<file path="config.mk">
export PLATFORM = sky130hd
export DESIGN_NAME = icache_refill_ctrl
export DESIGN_NICKNAME = d
export VERILOG_FILES = /design/src/rtl/icache_pkg.sv /design/src/rtl/icache_refill_ctrl.sv
export SDC_FILE = /design/constraint.sdc
export NUM_CORES = 1
export LEC_CHECK = 0
export CORE_MARGIN = 2
export CORE_UTILIZATION = 35
export DETAILED_ROUTE_END_ITERATION = 7
export HOLD_SLACK_MARGIN = 0.02
export PLACE_DENSITY = 0.8
export SYNTH_ARGS = -nofsm -noshare
export SYNTH_HDL_FRONTEND = slang
export SYNTH_SLANG_ARGS = --single-unit
export TNS_END_PERCENT = 10
</file>
<file path="constraint.sdc">
create_clock -name clk_i -period 2.4 [get_ports clk_i]
set_clock_uncertainty 0.1 [all_clocks]
set_input_delay 0.36 -clock clk_i [delete_from_list [all_inputs] [get_ports clk_i]]
set_output_delay 0.36 -clock clk_i [all_outputs]
set_load 0.02 [all_outputs]
</file>
<file path="src/rtl/icache_pkg.sv">
// Shared types and helpers for the instruction-cache refill path.
// Holds the refill FSM encoding and line-geometry helpers.
package icache_pkg;

    typedef enum logic [1:0] {
        IDLE,
        REQ,
        FILL,
        COMMIT
    } refill_state_t;

    localparam int MISS_CNT_W = 16;

    // Byte-offset bits covering one cache line of 32-bit words.
    function automatic int line_off(input int words);
        return $clog2(words) + 2;
    endfunction

endpackage

</file>
<file path="src/rtl/icache_refill_ctrl.sv">
// Instruction-cache line refill sequencer.
// Miss -> bus request -> beat stream into data array -> one-cycle tag commit.
module icache_refill_ctrl
    import icache_pkg::*;
#(
    parameter int WORDS_PER_LINE = 4,
    parameter int ADDR_W         = 32,
    parameter int DATA_W         = 32
) (
    input  logic                              clk_i,
    input  logic                              reset_i,
    input  logic [ADDR_W-1:0]                 pc_f_i,
    input  logic                              ic_hit_i,
    output logic                              mem_req_o,
    output logic [ADDR_W-1:0]                 mem_addr_o,
    input  logic                              mem_gnt_i,
    input  logic                              mem_rvalid_i,
    input  logic [DATA_W-1:0]                 mem_rdata_i,
    output logic                              ic_data_we_o,
    output logic [$clog2(WORDS_PER_LINE)-1:0] ic_word_sel_o,
    output logic [DATA_W-1:0]                 ic_wdata_o,
    output logic [ADDR_W-1:0]                 ic_fill_addr_o,
    output logic                              ic_repl_permit_o,
    output logic                              instr_hit_f_o,
    output logic [MISS_CNT_W-1:0]             miss_cnt_o
);

    localparam int OFF = line_off(WORDS_PER_LINE);
    localparam int CW  = $clog2(WORDS_PER_LINE);

    localparam logic [CW-1:0]     LAST     = CW'(WORDS_PER_LINE - 1);
    localparam logic [ADDR_W-1:0] OFF_MASK = ADDR_W'((64'd1 << OFF) - 64'd1);

    refill_state_t state;
    refill_state_t state_nxt;

    logic [CW-1:0]         count;
    logic [ADDR_W-1:0]     line_addr;
    logic [MISS_CNT_W-1:0] miss_cnt;

    logic miss;
    logic beat;

    assign miss = (state == IDLE) && !ic_hit_i;
    assign beat = (state == FILL) && mem_rvalid_i;

    // State register; reset abandons any burst in flight.
    always_ff @(posedge clk_i or posedge reset_i) begin
        if (reset_i) begin
            state <= IDLE;
        end else begin
            state <= state_nxt;
        end
    end

    // Next-state: the line is always completed, even if fetch redirects.
    always_comb begin
        state_nxt = state;
        unique case (state)
            IDLE:   if (!ic_hit_i) state_nxt = REQ;
            REQ:    if (mem_gnt_i) state_nxt = FILL;
            FILL:   if (mem_rvalid_i && count == LAST) state_nxt = COMMIT;
            COMMIT: state_nxt = IDLE;
            default: state_nxt = IDLE;
        endcase
    end

    // Strobes: fetch only sees a valid word while idle.
    always_comb begin
        mem_req_o        = 1'b0;
        ic_data_we_o     = 1'b0;
        ic_repl_permit_o = 1'b0;
        instr_hit_f_o    = 1'b0;
        unique case (state)
            IDLE:   instr_hit_f_o    = ic_hit_i;
            REQ:    mem_req_o        = 1'b1;
            FILL:   ic_data_we_o     = mem_rvalid_i;
            COMMIT: ic_repl_permit_o = 1'b1;
            default: ;
        endcase
    end

    // Line address, beat index and saturating miss counter.
    always_ff @(posedge clk_i or posedge reset_i) begin
        if (reset_i) begin
            count     <= '0;
            line_addr <= '0;
            miss_cnt  <= '0;
        end else begin
            if (miss) begin
                line_addr <= pc_f_i & ~OFF_MASK;
                if (miss_cnt != '1) miss_cnt <= miss_cnt + 1'b1;
            end
            if (state == REQ && mem_gnt_i) begin
                count <= '0;
            end else if (beat) begin
                count <= count + 1'b1;
            end else if (state == COMMIT) begin
                count <= '0;
            end
        end
    end

    assign mem_addr_o     = line_addr;
    assign ic_fill_addr_o = line_addr;
    assign ic_word_sel_o  = count;
    assign ic_wdata_o     = mem_rdata_i;
    assign miss_cnt_o     = miss_cnt;

    // Beats while a request is outstanding or committing are a bus
    // protocol error; beats in IDLE are legal leftovers of a reset burst.
    a_rvalid_in_fill : assert property (@(posedge clk_i) disable iff (reset_i)
        !(mem_rvalid_i && (state == REQ || state == COMMIT)))
        else $error("rvalid outside FILL");

endmodule

</file>
# Yosys cells after proc, flatten, opt, wreduce, memory -nomap -nowiden
# Cells that the tools add are included.
# W data, S select, Z words.
# totals
register_bits	48
inputBits	69
# op_classes
addsub	2
eq_ne	8
muxes	11
reduce_logical	9
# ops
op	count
$add A16 B1 Y16 const B	1
$ne A16 B16 Y1 const B	1
$mux W2	6
$pmux W2 S4	1
$eq A2 B2 Y1 const B	3
$logic_and A1 B1 Y1	4
$mux W1	4
$ne A2 B2 Y1 const B	2
$reduce_and A3 Y1	1
$reduce_bool A3 Y1	1
$add A2 B1 Y2 const B	1
$eq A2 B1 Y1 const B	1
$logic_not A2 Y1	1
$ne A2 B1 Y1 const B	1
$reduce_and A2 Y1	1
$logic_not A1 Y1	1

# Longest topological paths before layout
# logic_depth
depth_word	4
mapped_depth	6
ltp_nobuf	6

# Worst setup path after synthesis
# Ideal clock, no wire load.
# synth_path
path_kind	reg-to-reg
start	register miss_cnt[0], in the netlist miss_cnt_o[0]
end	register miss_cnt[1], in the netlist miss_cnt_o[1]
t_arrival_ps	1682
t_required_ps	2175
path_slack_ps	493
stages_incl_launch_ff	5
n_path_buf	0
period_less_slack_ps	1907
cell_sequence	dfrtp_1 > ha_1 > nand3_2 > o41ai_4 > mux2_4
# synth_via
elab_chain_len	2
# synth_rtl
element	line	text
start: declaration	icache_refill_ctrl.sv:39	logic [MISS_CNT_W-1:0] miss_cnt;
start signal: assignment	icache_refill_ctrl.sv:92	if (miss_cnt != '1) miss_cnt <= miss_cnt + 1'b1;
parallel branches: the longest is 2 deep, another holds $add A16 B1 Y16	--	
# Several ways; the timed one is not identified.
# A chain may end at the register's enable or synchronous reset.

# Worst setup path in the final report
# layout_path
start	register state[0]
end	output port ic_data_we_o
# layout_via
elab_chain_len	2
# layout_rtl
element	line	text
start: declaration	icache_refill_ctrl.sv:34	refill_state_t state;
start signal: assignment	icache_refill_ctrl.sv:52	state <= state_nxt;
$eq A2 B2 Y1	icache_refill_ctrl.sv:74	unique case (state)
$mux W1	icache_refill_ctrl.sv:74	
end: declaration	icache_refill_ctrl.sv:19	output logic ic_data_we_o,
# Every way passes these cells.

==> out/qor.yml <==
outcome: "completed"
synthArstFlopShare_pct: 100.0
insertion_delay_ns: 0.29
avgSynthCellArea_um2: 11.70
postLayoutCoreUtil_pct: 47.70
layout-drive-gt1-share_pct: 15.36
vias_per_cell: 4.528
p_per_area_mw_per_mm2: 1289
hpwl_um: 4155
path_cells: "inv_1 -> ha_1 -> nand2_1 -> inv_1 -> clkdlybuf4s50_1"
grt_max_degree: 29
first_pass_iters: 4
synth-seq-area-share_pct: 45.82
cts_tree: "yes"
power_frac_seq_pct: 31.2
p_leak_nw: 1.487
fin_crit_ns: 2.283
fmax_ghz: 0.4380
nets: 355
gp_congestion: 0.7007
min_period_over_period_pct: 95.12
start_util_pct: 36.14
ys_warn_count: 0
gr-total-overflow: 0
clk_path_buf_depth: 2
postCtsSetupBuffers: 0
finalHoldViolCount: 0
syn_area_mm2: 0.002621
slowest_delay_ns: 0.60
grt_pass1_wl_um: 8424
grtUsageTotal_pct: 12.71
comb_power_share_pct: 58.6
hold_class: "in -> async"
drc: 0
io_pins: 187
num_rows: 31
switching_share_pct: 39.58
cap_violations: 0
die_y_um: 90.54
htree_levels: 2
via_count: 1716
worstPathRequired_ns: 1.94
crit_family: "buffers and inverters"
ys_types: 32
diodes: 0
power_switching_w: 0.001766
rsz0062_at_grt: "false"
cts_hold_buf: 0
path_buf_inv: 3
port_buffers: 110
critPathLaunchType: "flop"
fp.coreArea_mm2: 0.007253
max-vdd-ir-drop_mv: 0.5221
post_drt_wl_per_cell_um: 14.16
crit_fanout: 4
ys_ff_latch: 48
crit_top_cell: "inv_1"
end_kind: "primary output"
wl_um: 5367
p_clk_share_pct: 10.2
cts.sinks: 48
cts.clk_slew.worst_paths_ns: 0.09
worstPathArrival_ns: 1.82
ant_nets: 0
slowest_stage: "clkdlybuf4s50_1"
syn_inst: 224
fill_cells: 684
critical_path_class: "reg -> out"
cts_resized: 0
slew_viol_final: 0
die_area_mm2: 0.008197
finalSetupTns_ns: 0
cts_buffers: 5
die_w_um: 90.54
synth_enable_flop_cells: 0
antenna_found_initial: 0
area_growth_pct: 31.98
root_buffer: "clkbuf_8"
synthFlopType: "dfrtp_1"
dr.first_iter.drc_count: 17
internal-power_w: 0.002695
grt_pass1_vias: 1739
setup_violations: 0
## cell usage after synthesis (3+ instances only)
| master | number | share of area [%] |
|---|---|---|
| nor2_1 | 4 | 0.57 |
| buf_2 | 3 | 0.57 |
| nand4_1 | 3 | 0.72 |
| buf_4 | 68 | 19 |
| nand3_1 | 5 | 0.95 |
| a21oi_1 | 5 | 0.95 |
| nand2_1 | 6 | 0.86 |
| inv_1 | 5 | 0.72 |
| nor4_1 | 4 | 0.95 |
| mux2_2 | 28 | 12 |
| nor3_1 | 3 | 0.57 |
| xor2_1 | 9 | 3.0 |
| dfrtp_1 | 48 | 46 |
| xnor2_1 | 6 | 2.0 |
| ha_1 | 6 | 2.9 |
## worst paths after layout
check	start	endpoint	slack (ns)	depth (start not counted)
min reg2reg	miss_cnt_o[2]$_DFFE_PP0P_	miss_cnt_o[2]$_DFFE_PP0P_	0.44	1
max in group asynchronous	reset_i	ic_fill_addr_o[26]$_DFFE_PP0P_	1.38	3
max reg2reg	miss_cnt_o[0]$_DFFE_PP0P_	miss_cnt_o[1]$_DFFE_PP0P_	0.45	4
min	reset_i	miss_cnt_o[13]$_DFFE_PP0P_	0.30	2
min in group clk_i	miss_cnt_o[2]$_DFFE_PP0P_	miss_cnt_o[2]$_DFFE_PP0P_	0.44	1
max	state[0]$_DFFE_PP0P_	ic_data_we_o	0.12	5
## routing by layer
layer / share of wire (%) / GRT usage, % / wire (um)
met1: 41 / 14.38 / 2181
met2: 49 / 22.26 / 2651
met3: 7.7 / 4.007 / 414
met4: 2.2 / 4.872 / 120
met5: 0 / 0 / 0
## metrics by stage
step | power (W) | area, um2 | std cells | setup slack (ns) | hold slack, ns
global route | 0.004701 | 3460 | 379 | 0.0004066 | 0.3601
detailed placement | 0.004053 | 3382 | 372 | 0.2952 | 0.4193
finish | 0.004461 | 3460 | 379 | 0.1170 | 0.2950
global placement | 0.003976 | 3382 | 372 | 0.3245 | 0.4125
CTS | 0.004531 | 3460 | 379 | 0.09987 | 0.3108
floorplan | 0.003133 | 2648 | 231 | 0.4930 | 0.3498
## sequential cells by signal (all words and copies together) (netlist names)
register	cells
ic_word_sel_o	2
state	2
miss_cnt_o	16
ic_fill_addr_o	28
## cells in the final DEF, fill, tap and decap left out, types with 2 or more instances in the layout
cell type        instances
nor3_1                   3
nor4_1                   4
nand3_1                  5
nand2_1                  6
nor3b_1                  2
mux2_2                  28
ha_1                     6
buf_4                    2
xnor2_1                  6
nand4_1                  3
nand2b_1                 2
inv_1                    4
nor2_1                   4
clkdlybuf4s50_1        110
and3_1                   2
clkbuf_8                 5
nand4_4                  2
xor2_1                   9
a21oi_1                  5
conb_1                   8
dfrtp_1                 48
## worst reg2reg max path, cell delays in order, from the launching register on
cell	delay, ns
dfrtp_1	0.42
ha_1	0.21
nand3_2	0.19
o41ai_4	0.58
mux2_4	0.34
## layout make-up
class	count	area [um2]	area share (%)
sequential	48	1201	34.72
timing repair buffer	113	1136	32.84
multi-input combinational	107	902.1	26.08
tap	99	123.9	3.580
clock buffer	6	72.57	2.098
inverter	5	18.77	0.5425
clock inverter	1	5.005	0.1447
## logic make-up (layout without fill, tap and decap cells)
group | Yosys count | after routing | share of synthesized area [%]
AOI/OAI and AO/OA | 9 | 9 | 2.864
and+or+nand+nor | 40 | 40 | 9.928
xor gates and xnor gates | 15 | 15 | 5.012
buffers and inverters | 76 | 125 | 20.76
muxes | 29 | 29 | 12.60
other | 1 | 8 | 0.1431
adders and majority gates | 6 | 6 | 2.864
DFF | 48 | 48 | 45.82
## power groups by stage
stage	Sequential (W)	Combinational, W	Clock (W)
floorplan	0.00174	0.00139	0
global placement	0.00139	0.00258	0
detailed placement	0.00142	0.00264	0
CTS	0.00140	0.00264	0.000486
global route	0.00145	0.00275	0.000509
finish	0.00139	0.00261	0.000457
(Power assumes the default switching activity.)
